$ cat src/rtl/card_dealer.sv
// -----------------------------------------------------------------------------
// card_dealer
//
// Deals unique card indices from a deck of DECK_SIZE cards without
// replacement. A free-running 16-bit Galois LFSR proposes a candidate card.
// If that card is already dealt, the next card is tried, wrapping around the
// deck, until a free card is found. The block keeps a dealt mask and a count
// of remaining cards. It reshuffles on command and accepts a runtime seed.
//
// Optional build macro: SUIT_RANK_EN
//   When defined, card_suit/card_rank/card_joker are added. They are
//   registered alongside card_idx.
//
// Ports:
//   clk              system clock, rising edge
//   reset            synchronous, active-low reset
//   draw_card        draw request level (rising edge detected internally)
//   shuffle          pulse: clear dealt mask, abort any draw in progress
//   seed_load        pulse: load seed_in into the LFSR (0 selects SEED)
//   seed_in          runtime seed value
//   card_valid       one-cycle pulse, card_idx holds a freshly dealt card
//   card_idx         index of the last dealt card (held)
//   dealt_cards      bit i set when card i has been dealt
//   cards_left       number of undealt cards
//   all_cards_dealt  high when cards_left == 0
//   busy             high while a draw is being resolved
//   draw_rejected    one-cycle pulse: draw edge seen while empty or busy
//   card_suit/card_rank/card_joker (SUIT_RANK_EN only) decoded card fields
// -----------------------------------------------------------------------------
module card_dealer #(
    parameter int                 DECK_SIZE = 54,
    parameter int                 IDX_W     = 6,
    parameter int                 LFSR_W    = 16,
    parameter logic [LFSR_W-1:0]  SEED      = 16'hACE1
) (
    input  logic                  clk,
    input  logic                  reset,
    input  logic                  draw_card,
    input  logic                  shuffle,
    input  logic                  seed_load,
    input  logic [LFSR_W-1:0]     seed_in,
    output logic                  card_valid,
    output logic [IDX_W-1:0]      card_idx,
    output logic [DECK_SIZE-1:0]  dealt_cards,
    output logic [IDX_W:0]        cards_left,
    output logic                  all_cards_dealt,
    output logic                  busy,
    output logic                  draw_rejected
`ifdef SUIT_RANK_EN
    ,
    output logic [1:0]            card_suit,
    output logic [3:0]            card_rank,
    output logic                  card_joker
`endif
);

    typedef enum logic [1:0] {
        IDLE   = 2'd0,
        SAMPLE = 2'd1,
        PROBE  = 2'd2
    } state_t;

    // Taps 16,14,13,11 for a right-shifting Galois LFSR.
    localparam logic [LFSR_W-1:0] POLY   = 16'hB400;
    localparam logic [IDX_W:0]    DECK_N = (IDX_W+1)'(DECK_SIZE);
    localparam logic [IDX_W-1:0]  LAST   = IDX_W'(DECK_SIZE - 1);

    state_t                 state, state_nxt;
    logic [LFSR_W-1:0]      lfsr, lfsr_nxt;
    logic [IDX_W-1:0]       cand, cand_nxt, cand_raw;
    logic                   draw_prev, draw_edge;
    logic [DECK_SIZE-1:0]   dealt_nxt;
    logic [IDX_W:0]         left_nxt;
    logic [IDX_W-1:0]       idx_nxt;
    logic                   valid_nxt, rej_nxt, all_nxt;

    assign draw_edge = draw_card & ~draw_prev;
    assign cand_raw  = lfsr[IDX_W-1:0];
    assign busy      = (state != IDLE);

`ifdef SUIT_RANK_EN
    logic [1:0] suit_nxt;
    logic [3:0] rank_nxt;
    logic       joker_nxt;

    // Standard 52-card layout: 13 ranks per suit. Indices 52 and up are jokers.
    function automatic logic [6:0] decode(input logic [IDX_W-1:0] idx);
        int v;
        v = int'(idx);
        if (v < 52)
            return {2'(v / 13), 4'((v % 13) + 1), 1'b0};
        else
            return 7'b0000001;
    endfunction
`endif

    // NOTE: every signal gets a default at the top of this block, so no path leaves it unassigned and no latch is inferred.
    always_comb begin
        state_nxt = state;
        cand_nxt  = cand;
        dealt_nxt = dealt_cards;
        left_nxt  = cards_left;
        idx_nxt   = card_idx;
        valid_nxt = 1'b0;
        rej_nxt   = 1'b0;
        // A seed load replaces this cycle's LFSR step.
        if (seed_load)
            lfsr_nxt = (seed_in == '0) ? SEED : seed_in;
        else
            lfsr_nxt = (lfsr >> 1) ^ (lfsr[0] ? POLY : '0);

        case (state)
            IDLE: begin
                if (draw_edge) begin
                    if (cards_left != '0)
                        state_nxt = SAMPLE;
                    else
                        rej_nxt = 1'b1;
                end
            end
            SAMPLE: begin
                rej_nxt = draw_edge;
                // 2**IDX_W < 2*DECK_SIZE, so a single subtraction brings any
                // raw value into range.
                if ({1'b0, cand_raw} >= DECK_N)
                    cand_nxt = cand_raw - DECK_N[IDX_W-1:0];
                else
                    cand_nxt = cand_raw;
                state_nxt = PROBE;
            end
            PROBE: begin
                rej_nxt = draw_edge;
                if (!dealt_cards[cand]) begin
                    dealt_nxt[cand] = 1'b1;
                    left_nxt        = cards_left - 1'b1;
                    idx_nxt         = cand;
                    valid_nxt       = 1'b1;
                    state_nxt       = IDLE;
                end else begin
                    // Probing always terminates, because cards_left > 0
                    // whenever a draw is accepted.
                    cand_nxt = (cand == LAST) ? '0 : cand + 1'b1;
                end
            end
            default: state_nxt = IDLE;
        endcase

        // Shuffle overrides everything and silently drops any draw in flight.
        // card_idx keeps its last value.
        if (shuffle) begin
            state_nxt = IDLE;
            dealt_nxt = '0;
            left_nxt  = DECK_N;
            idx_nxt   = card_idx;
            valid_nxt = 1'b0;
            rej_nxt   = 1'b0;
        end

        all_nxt = (left_nxt == '0);

`ifdef SUIT_RANK_EN
        if (valid_nxt)
            {suit_nxt, rank_nxt, joker_nxt} = decode(idx_nxt);
        else
            {suit_nxt, rank_nxt, joker_nxt} = {card_suit, card_rank, card_joker};
`endif
    end

    // NOTE: the dealt mask is a plain flop vector, not a memory, so it can be cleared by reset in one cycle like any other register.
    always_ff @(posedge clk) begin
        if (!reset) begin
            state           <= IDLE;
            lfsr            <= SEED;
            cand            <= '0;
            draw_prev       <= 1'b0;
            dealt_cards     <= '0;
            cards_left      <= DECK_N;
            card_idx        <= '0;
            card_valid      <= 1'b0;
            draw_rejected   <= 1'b0;
            all_cards_dealt <= 1'b0;
`ifdef SUIT_RANK_EN
            card_suit       <= '0;
            card_rank       <= '0;
            card_joker      <= 1'b0;
`endif
        end else begin
            // NOTE: non-blocking assignments let every register sample the same pre-edge values.
            state           <= state_nxt;
            lfsr            <= lfsr_nxt;
            cand            <= cand_nxt;
            draw_prev       <= draw_card;
            dealt_cards     <= dealt_nxt;
            cards_left      <= left_nxt;
            card_idx        <= idx_nxt;
            card_valid      <= valid_nxt;
            draw_rejected   <= rej_nxt;
            all_cards_dealt <= all_nxt;
`ifdef SUIT_RANK_EN
            card_suit       <= suit_nxt;
            card_rank       <= rank_nxt;
            card_joker      <= joker_nxt;
`endif
        end
    end

endmodule

$ cat config.mk
export PLATFORM = sky130hd
export DESIGN_NAME = card_dealer
export DESIGN_NICKNAME = d
export VERILOG_FILES = /design/src/rtl/card_dealer.sv
export SDC_FILE = /design/constraint.sdc
export NUM_CORES = 1
export LEC_CHECK = 0
export CAP_MARGIN = 20
export CORE_MARGIN = 2
export CORE_UTILIZATION = 39
export DETAILED_ROUTE_END_ITERATION = 8
export GPL_TIMING_DRIVEN = 0
export SLEW_MARGIN = 15
export SYNTH_ARGS = -nofsm -noshare
export SYNTH_HDL_FRONTEND = slang
export SYNTH_SLANG_ARGS = --single-unit
$ cat constraint.sdc
create_clock -name clk -period 7.2 [get_ports clk]
set_input_delay 2.16 -clock clk [delete_from_list [all_inputs] [get_ports clk]]
set_output_delay 2.16 -clock clk [all_outputs]
set_load 0.1 [all_outputs]
==> reports/qor.csv <==
stage;metric;value;unit
timing;PnR worst setup slack;2780;ps
yosys;Syn Inst Count;496;
cts;CTS resizes;0;
yosys;Distinct cells, synth;65;
timing;setup TNS;0;ps
worst_setup_path;crit-path leading delay family;buffers and inverters;
worst_setup_path;cell chain of the critical path;inv_1, ha_1, inv_1, clkdlybuf4s50_1;
cts;clock root buffer;clkbuf_16;
die;Die Y;111;microns
timing;Fin. Hold Viols;0;
global_routing;largest net degree at the start of global routing;17;
power_and_ir_drop;Reg power frac;0.471;
routing;Final ANT Viol Nets;0;
cts;Skew-Pair Late Insertion Delay;350;ps
power_and_ir_drop;Power Total;1.15;mW
worst_setup_path;CP bufs+invs;3;
hold_path;min-delay worst type;register to register;
worst_setup_path;crit path DAT;2260;ps
timing;fin crit share;0.614;
cts;CTS Buffer Depth;2;
die;FP Rows;38;
cts;CTS tree;done;
die;Die W;111;microns
routing;DR vias;4028;
timing;Final Setup Violations;0;
layout;utilization after layout;0.532;
layout;diode count;0;
yosys;Mapped Area;4440;sq um
power_and_ir_drop;NetSw;0.272;mW
routing;drt first-iter violations;298;
power_and_ir_drop;Comb power frac;0.075;
yosys;syn nets;525;
placed_design;routability cong.;0.826;
layout;leading cell types in the layout, fill and taps excluded;95 x dfxtp_1, 90 x clkdlybuf4s50_1, 69 x nor2_1, 50 x a21oi_1, 24 x mux2i_1;
global_routing;initial antenna violation count;0;
layout;Post-Layout Cell Count;743;
worst_setup_path;critical path's slowest cell;clkdlybuf4s50_1;
yosys;average cell area after synthesis;8.95;sq um
run;Max-Cap Viols;0;
die;I/O Pins;92;
timing;Layout Skew;9.15;ps
routing;Post-route DRC;0;
power_and_ir_drop;leakage;2.09;nW
cts;Post-CTS Hold Buffers;0;
yosys;#FFs+latches synth;95;
worst_setup_path;CP most frequent cell;inv_1;
layout;P&R area growth vs syn;31.7;%
layout;Fillers;1045;
placed_design;dpl hpwl;9270;microns
layout;commonest non-fill, non-tap cell in the layout;dfxtp_1;
timing;WHS;452;ps
global_routing;first-pass GRT wire length;21000;microns
worst_setup_path;crit-path max cell delay;1130;ps
routing;Vias/cell;5.42;
placed_design;Setup WS pre-CTS;3130;ps
yosys;EDFF count, synth;0;
power_and_ir_drop;internal power;0.876;mW
yosys;async set-reset flop share out of synthesis;0;
die;Initial Util;0.404;
worst_setup_path;R2R Path End;dealt_cards[25];
cts;CTS Buf Count;9;
power_and_ir_drop;Switching Share;0.237;
worst_setup_path;register-to-register setup slack;3850;ps
power_and_ir_drop;P per Cell Area;196;nW/um^2
worst_setup_path;reg2reg path depth;12;
global_routing;total gr overflow;0;
cts;CTS H-Tree Depth;3;
outcome;status;finished clean;
worst_setup_path;Worst Path Max Fanout;4;
yosys;Synth area leaders;dfxtp_1 43%, nor2_1 5.8%, a21oi_1 5.6%;
cts;Worst-path clk slew;70;ps
routing;Total Wirelength;13000;microns
power_and_ir_drop;Clk pwr share;0.454;
power_and_ir_drop;maximum vdd drop;113;uV
cts;Clock Sinks;95;
hold_path;worst hold path startpoint;lfsr[6];
cts;Post-CTS Setup Repair Bufs;0;
hold_path;Hold EP;lfsr[5];
timing;Slew @ Worst Pin;983;ps
layout;Final Cell Area;5850;sq um
timing;Fmax;226;MHz
die;Die Area;12200;sq um
hold_path;hold depth;2;
worst_setup_path;R2R Path Start;cand[2];
layout;Multi-input gate area;2300;sq um
worst_setup_path;kind of critical path;register to output port;
worst_setup_path;crit path capture type;output port;
routing;Avg WL per Cell;17.4;microns
placed_design;Buffers on Ports;90;
worst_setup_path;WP data required;5040;ps
global_routing;vias in the first global route;4076;
yosys;Yosys top cell by area;dfxtp_1;
die;Core Area;11000;sq um
routing;DRT Pass-1 Iters;4;
yosys;Synth top area share;0.429;
yosys;Most used DFF post-synth;dfxtp_1;
timing;Rel. slew slack;0.343;
layout;final net count;627;
placed_design;placed insts;726;
yosys;sequential share of the synthesized area;0.429;
yosys;Yosys warning count;0;
layout;Seq. cell area;1900;sq um
global_routing;Total Routing Usage GR;0.212;
placed_design;Placed Area;5520;sq um
worst_setup_path;Worst Setup Start Kind;register;
layout;layout cell share with drive strength beyond 1;0.0862;
timing;Final Max Slew Viols;0;
timing;unrepaired setup endpoints after global routing;false;
timing;min Tclk post-route;4420;ps
power groups by stage:
stage	Clock, mW	Combinational [mW]	Sequential, mW
final	0.521	0.0865	0.540
after global routing	0.544	0.0942	0.541
after CTS	0.525	0.0857	0.540
after detailed placement	0	0.0852	0.552
after global placement	0	0.0841	0.552
after floorplan	0	0.0521	0.551
sequential cells by signal (all words and copies together), names as in the netlist:
register	cells
dealt_cards	54
lfsr	16
cards_left	7
cand	6
card_idx	6
state	2
all_cards_dealt	1
card_valid	1
draw_prev	1
draw_rejected	1
kinds of logic (layout without fill, tap and decap cells):
family | Yosys count | after routing | synth area share
flip-flops | 95 | 95 | 0.429
adder cells (fa/ha/maj) | 8 | 8 | 0.0226
XOR/XNOR | 9 | 9 | 0.0178
multiplexers | 30 | 30 | 0.0744
AND/OR/NAND/NOR | 180 | 180 | 0.216
buffers and inverters | 48 | 155 | 0.0533
AO/OA/AOI/OAI | 126 | 126 | 0.187
worst reg2reg max path: stages (launching register included):
cell and delay, ps:
dfxtp_1 420, buf_6 190, clkbuf_1 450, mux2i_1 250, o2bb2ai_1 80, a22oi_1 430
o211ai_4 230, nor3_4 320, buf_6 190, buf_4 190, buf_4 210, a31oi_1 140
nor2_1 180
layer usage:
metal | GRT usage | vias up | share of wire
met1 | 0.292 | 1948 | 0.48
li1 | - | 1974 | -
met4 | 0.0642 | 0 | 0.0081
met2 | 0.347 | 99 | 0.46
met5 | 0 | - | 0
met3 | 0.0268 | 7 | 0.046
layout make-up:
type	count	area share
plain buffers	37	0.0334
clock buffers	10	0.0392
clock inverters	6	0.0158
inverters	11	0.00706
multi-input cells	353	0.394
flip-flops and latches	95	0.325
well taps	140	0.0300
repair buffers	91	0.155
worst max-delay path by stage:
stage	from	slack [ps]	end	cells after the start
3_5_place_dp	state[0]	3130	busy	4
2_1_floorplan	state[0]	3810	busy	3
5_1_grt	state[0]	2730	busy	4
6_report	state[0]	2780	busy	4
4_1_cts	state[0]	2760	busy	4
3_3_place_gp	shuffle	3140	state[1]	6
Yosys cell counts, drive strengths merged (4+ instances only):
library cell	count
a21boi	4
a21oi	50
a31oi	15
and2	7
and3	9
buf	15
clkbuf	22
dfxtp	95
ha	8
inv	11
mux2	4
mux2i	24
nand2	22
nand2b	6
nand3	9
nor2	69
nor2b	18
nor3	10
nor3b	5
nor4	9
o21ai	15
o22ai	10
o2bb2ai	4
xor2	6
Power figures use the tool's default switching activity.
